<file path="src/rtl/register_file.sv">
// 32-entry register file: one-hot write select, two combinational read ports, bulk-clear engine.
// Optional same-cycle write-through on the read ports is enabled by defining REG_FILE_BYPASS_EN.
module register_file #(
  parameter int WORD_LENGTH = 32,
  parameter int NUM_REGS    = 32,
  parameter int BITS        = 5
) (
  input  logic                   clk,
  input  logic                   reset,
  input  logic                   Reg_Write_i,
  input  logic [NUM_REGS-1:0]    Write_Sel_i,
  input  logic [WORD_LENGTH-1:0] Write_Data_i,
  input  logic [BITS-1:0]        Read_Register_1_i,
  input  logic [BITS-1:0]        Read_Register_2_i,
  input  logic                   Clear_i,
  output logic [WORD_LENGTH-1:0] Read_Data_1_o,
  output logic [WORD_LENGTH-1:0] Read_Data_2_o,
  output logic                   Busy_o,
  output logic                   Sel_Error_o
);

  typedef enum logic {
    IDLE  = 1'b0,
    CLEAR = 1'b1
  } state_t;

  localparam logic [BITS-1:0] LAST_REG = BITS'(NUM_REGS - 1);
  localparam logic [BITS-1:0] FIRST_REG = {{(BITS-1){1'b0}}, 1'b1};

  // More than one bit set: v & (v - 1) clears the lowest set bit.
  function automatic logic is_multi_hot(input logic [NUM_REGS-1:0] v);
    return |(v & (v - {{(NUM_REGS-1){1'b0}}, 1'b1}));
  endfunction

  logic [WORD_LENGTH-1:0] regs_r [NUM_REGS-1:1];
  state_t                 state_r;
  logic [BITS-1:0]        cnt_r;
  logic                   busy_r;
  logic                   sel_error_r;

  logic [NUM_REGS-1:0]    sel_masked_s;
  logic                   multi_hot_s;
  logic                   write_ok_s;
  logic [BITS-1:0]        wr_idx_s;
  logic [WORD_LENGTH-1:0] stored_1_s;
  logic [WORD_LENGTH-1:0] stored_2_s;

  // Write-select qualification; bit 0 never participates.
  always_comb begin
    sel_masked_s    = Write_Sel_i;
    sel_masked_s[0] = 1'b0;
    multi_hot_s     = is_multi_hot(sel_masked_s);
    write_ok_s      = Reg_Write_i && (state_r == IDLE) && !multi_hot_s && (|sel_masked_s);
    wr_idx_s        = {BITS{1'b0}};
    for (int i = 1; i < NUM_REGS; i++) begin
      wr_idx_s = wr_idx_s | (sel_masked_s[i] ? BITS'(i) : {BITS{1'b0}});
    end
  end

  // Storage, clear-engine FSM and registered status outputs.
  always_ff @(posedge clk or negedge reset) begin
    if (!reset) begin
      for (int i = 1; i < NUM_REGS; i++) begin
        regs_r[i] <= {WORD_LENGTH{1'b0}};
      end
      state_r     <= IDLE;
      cnt_r       <= FIRST_REG;
      busy_r      <= 1'b0;
      sel_error_r <= 1'b0;
    end else begin
      sel_error_r <= 1'b0;
      case (state_r)
        IDLE: begin
          if (write_ok_s) begin
            regs_r[wr_idx_s] <= Write_Data_i;
          end
          if (Reg_Write_i && multi_hot_s) begin
            sel_error_r <= 1'b1;
          end
          if (Clear_i) begin
            state_r <= CLEAR;
            cnt_r   <= FIRST_REG;
            busy_r  <= 1'b1;
          end else begin
            busy_r  <= 1'b0;
          end
        end
        CLEAR: begin
          regs_r[cnt_r] <= {WORD_LENGTH{1'b0}};
          if (cnt_r == LAST_REG) begin
            state_r <= IDLE;
            cnt_r   <= FIRST_REG;
            busy_r  <= 1'b0;
          end else begin
            cnt_r   <= cnt_r + FIRST_REG;
          end
        end
        default: begin
          state_r <= IDLE;
          cnt_r   <= FIRST_REG;
          busy_r  <= 1'b0;
        end
      endcase
    end
  end

  // Combinational read ports; register 0 is hard-wired to zero.
  always_comb begin
    if (Read_Register_1_i != {BITS{1'b0}}) begin
      stored_1_s = regs_r[Read_Register_1_i];
    end else begin
      stored_1_s = {WORD_LENGTH{1'b0}};
    end
    if (Read_Register_2_i != {BITS{1'b0}}) begin
      stored_2_s = regs_r[Read_Register_2_i];
    end else begin
      stored_2_s = {WORD_LENGTH{1'b0}};
    end
`ifdef REG_FILE_BYPASS_EN
    // write_ok_s implies IDLE and a nonzero target, so no bypass while busy or for register 0.
    Read_Data_1_o = (write_ok_s && (Read_Register_1_i == wr_idx_s)) ? Write_Data_i : stored_1_s;
    Read_Data_2_o = (write_ok_s && (Read_Register_2_i == wr_idx_s)) ? Write_Data_i : stored_2_s;
`else
    Read_Data_1_o = stored_1_s;
    Read_Data_2_o = stored_2_s;
`endif
  end

  assign Busy_o      = busy_r;
  assign Sel_Error_o = sel_error_r;

endmodule
</file>
<file path="config.mk">
export PLATFORM = sky130hd
export DESIGN_NAME = register_file
export DESIGN_NICKNAME = d
export VERILOG_FILES = /design/src/rtl/register_file.sv
export SDC_FILE = /design/constraint.sdc
export NUM_CORES = 2
export LEC_CHECK = 0
export CAP_MARGIN = 5
export CELL_PAD_IN_SITES_DETAIL_PLACEMENT = 2
export CELL_PAD_IN_SITES_GLOBAL_PLACEMENT = 2
export CORE_UTILIZATION = 39
export CTS_CLUSTER_DIAMETER = 60
export DETAILED_ROUTE_END_ITERATION = 7
export PLACE_DENSITY = 0.77
export SLEW_MARGIN = 20
export SYNTH_ARGS = -nofsm -noshare
export SYNTH_HDL_FRONTEND = slang
export SYNTH_SLANG_ARGS = --single-unit
</file>
<file path="constraint.sdc">
create_clock -name clk -period 3.3 [get_ports clk]
set_clock_uncertainty 0.1 [all_clocks]
set_input_delay 0.495 -clock clk [delete_from_list [all_inputs] [get_ports clk]]
set_output_delay 0.495 -clock clk [all_outputs]
set_load 0.02 [all_outputs]
</file>
==> results.md <==
- Cells along the critical path: clkdlybuf4s50_1, nor4_4, nand4_1, o41ai_1, and4b_1, and4_4, buf_4, nand4_4, buf_12, mux2i_1
- Worst EP arrival: 4570 ps
- DR DRC count: 0
- Placed Cells: 7857
- Post-Syn Instances: 5600
- Most frequent cells in the layout: nand2_1 (1014), dfrtp_1 (956), buf_4 (587), mux4_2 (576), mux2i_1 (564)
- Worst r2r src: cnt_r[1]$_DFFE_PN0P_
- Final Non-Filler Cells: 8291
- Fin nets: 6114
- Async set-reset flop share out of synthesis: 100%
- Post-synth top flop: dfrtp_1
- Register area share after synthesis: 39.8%
- Cell at the root of the clock tree: clkbuf_16
- Detail Route Antenna Nets: 0
- Top delay family on crit path: simple AND/OR/NAND/NOR gates
- Crit-path max FO: 21
- Gp weighted congestion: 0.904
- Die area: 163000 µm²
- Final WL: 395 mm
- Crit path launch type: primary input
- Largest buffer count on any clock path: 3
- WP data required: 3800 ps
- Slew Viols, Final: 0
- Slowest cell on crit path: o41ai_1
- Relative slew margins: 19.2%
- Number of I/O port buffers: 142
- Finished Core Util: 49.0%
- Worst setup margin: -771 ps
- Detailed placement HPWL: 202 mm
- DR pass1 iterations: 7
- Worst Max-Slew Pin Slew: 1210 ps
- CP max stage delay: 760 ps
- Gr usage total: 42.7%
- Final hold vios: 0
- Min-Delay Path Class: primary input to asynchronous set/reset pin
- Vias in the first global route: 66572
- Chip height: 403 µm
- MaxCap Viol Count: 0
- Pin count of the biggest net entering global routing: 236
- Pwr dens: 883 nW/µm²
- P&R area growth vs syn: 24.1%
- WS Path Type: primary input to flop
- RSZ-0062 raised after global routing: yes
- Fin crit share: 123%
- DP Worst Slack: -848 ps
- Post-synth net total: 5683
- Worst-case reg-to-reg path depth: 7
- Avg Inst Size Synth: 11.2 µm²
- Ys Warns: 0
- CTS tree: built
- Peak VDD IR: 574 µV
- Clock period minus final worst setup slack: 4070 ps
- Area share of the largest cell type after synthesis: 39.8%
- Die W: 403 µm
- Initial Utilization: 39.5%
- Filler instances: 15157
- Worst-path clk slew: 70 ps
- # clock sinks: 1000
- Via density: 7.89
- Top Ports: 144
- Grt total ovfl: 0
- Cts bufs inserted: 120
- Initial DRC count: 10571
- Global-route wire length before repair: 505 mm
- Rows: 146
- FMAX: 246 MHz
- Core footprint: 159000 µm²
- CP Capture Type: flop
- Worst R2R End: regs_r[708]$_DFFE_PN0P_
- Final setup fails: 693
- Ranking of synthesized cells by area: dfrtp_1 (40%), mux4_2 (21%), mux2i_1 (9.2%)
- Worst skew pair latency: 800 ps
- Layout cells sized above 1: 31.3%
- Status: finished, violations left
- Max H-tree Level: 3
- Register-to-Register Setup Slack: 80 ps
- Pleak: 35.7 nW
- Cell area after synthesis: 62800 µm²
- Post-synthesis cell type count: 53
- Area leader, netlist: dfrtp_1
- Antenna violations before repair: 35
- Vias after detailed routing: 65389
- Post-DR wirelength/cell: 47.6 µm
- Failing checks: setup timing
- #FFs+latches synth: 1000
- WP buf/inv: 3
- Leading cell type in the layout, fill and taps excluded: nand2_1
- EDFF count, synth: 0
[cell families after synthesis]
family | count (synthesis) | synth area share, %
DFF | 1000 | 39.8
and+or+nand+nor | 1235 | 8.40
AOI/OAI and AO/OA | 1374 | 14.7
muxes | 1280 | 32.1
xor gates and xnor gates | 2 | 0.0279
buffers and inverters | 704 | 4.76
adders and majority gates | 5 | 0.0996
[worst reg2reg max path, cell delays in order, from the launching register on]
cell and delay (ps):
dfrtp_1 430, ha_1 350, nor2b_1 230, buf_4 200
nand4_1 140, buf_4 620, nand2_1 270, mux2i_1 690
[per-layer routing]
layer | part of all wire, % | GRT usage [%]
met1 | 32 | 51.3
met2 | 43 | 65.3
met3 | 14 | 14.0
met4 | 10 | 28.3
met5 | 0.12 | 0
[registers in the layout, indices dropped and copies added (netlist names)]
signal and flops:
Busy_o 1, Sel_Error_o 1, cnt_r 5, state_r 1, regs_r 992
[through the flow]
step	cell area [µm²]	total power, W	setup TNS, ps	hold slack [ps]
6_report	77900	0.0688	-167130	217
5_1_grt	77900	0.0687	-165810	222
4_1_cts	77000	0.0626	-4390	238
3_5_place_dp	71500	0.0460	-613260	422
3_3_place_gp	71500	0.0432	-473500	395
2_1_floorplan	62900	0.0347	-479	99.4
[power by group]
part           internal (W)  switching [W]
logic                0.0119         0.0175
clock network       0.00804        0.00664
registers            0.0171        0.00758
[synth_stat cells, types with 8 or more instances]
master,instances
mux4_2,576
buf_6,11
nor3_1,12
a221o_1,384
nor2b_1,8
o21ai_0,463
nor4_1,21
buf_2,130
a21oi_1,397
nand2_1,1016
mux2i_1,576
nor2_1,51
o311ai_0,32
clkbuf_1,409
buf_1,54
nand3_1,45
inv_1,72
and4_1,9
and2_1,14
nand4_1,22
dfrtp_1,999
buf_4,27
a22o_1,65
a31oi_1,15
mux2_2,128
[what timing repair did]
item / in CTS / in global routing
setup endpoints to repair: 83 / 724
resized for setup: 470 / 87
gates cloned: 0 / 11
pin swaps: 1 / 14
endpoints found under the hold margin: 34 / 0
buffers inserted: 125 / 60
hold buffers: 1 / 0
[layout make-up]
type | instances | area, µm² | area share, %
clock buffers | 177 | 3540 | 4.54
clock inverters | 44 | 502 | 0.644
diodes | 15 | 37.5 | 0.0482
multi-input cells | 3896 | 35700 | 45.7
flip-flops and latches | 1000 | 25100 | 32.2
repair buffers | 940 | 10200 | 13.0
inverters | 73 | 282 | 0.361
well taps | 2146 | 2690 | 3.45
[worst max-delay path by stage]
stage | cells past startpoint | start | end | slack (ps)
after floorplan | 7 | Read_Register_2_i[1] | Read_Data_2_o[0] | -10
after global placement | 11 | Write_Sel_i[4] | regs_r[761]$_DFFE_PN0P_ | -630
after detailed placement | 11 | Write_Sel_i[13] | regs_r[550]$_DFFE_PN0P_ | -850
after CTS | 4 | regs_r[832]$_DFFE_PN0P_ | Read_Data_2_o[0] | -180
after global routing | 10 | Write_Sel_i[5] | regs_r[708]$_DFFE_PN0P_ | -690
final | 10 | Write_Sel_i[5] | regs_r[708]$_DFFE_PN0P_ | -770
(Power assumes the default switching activity.)
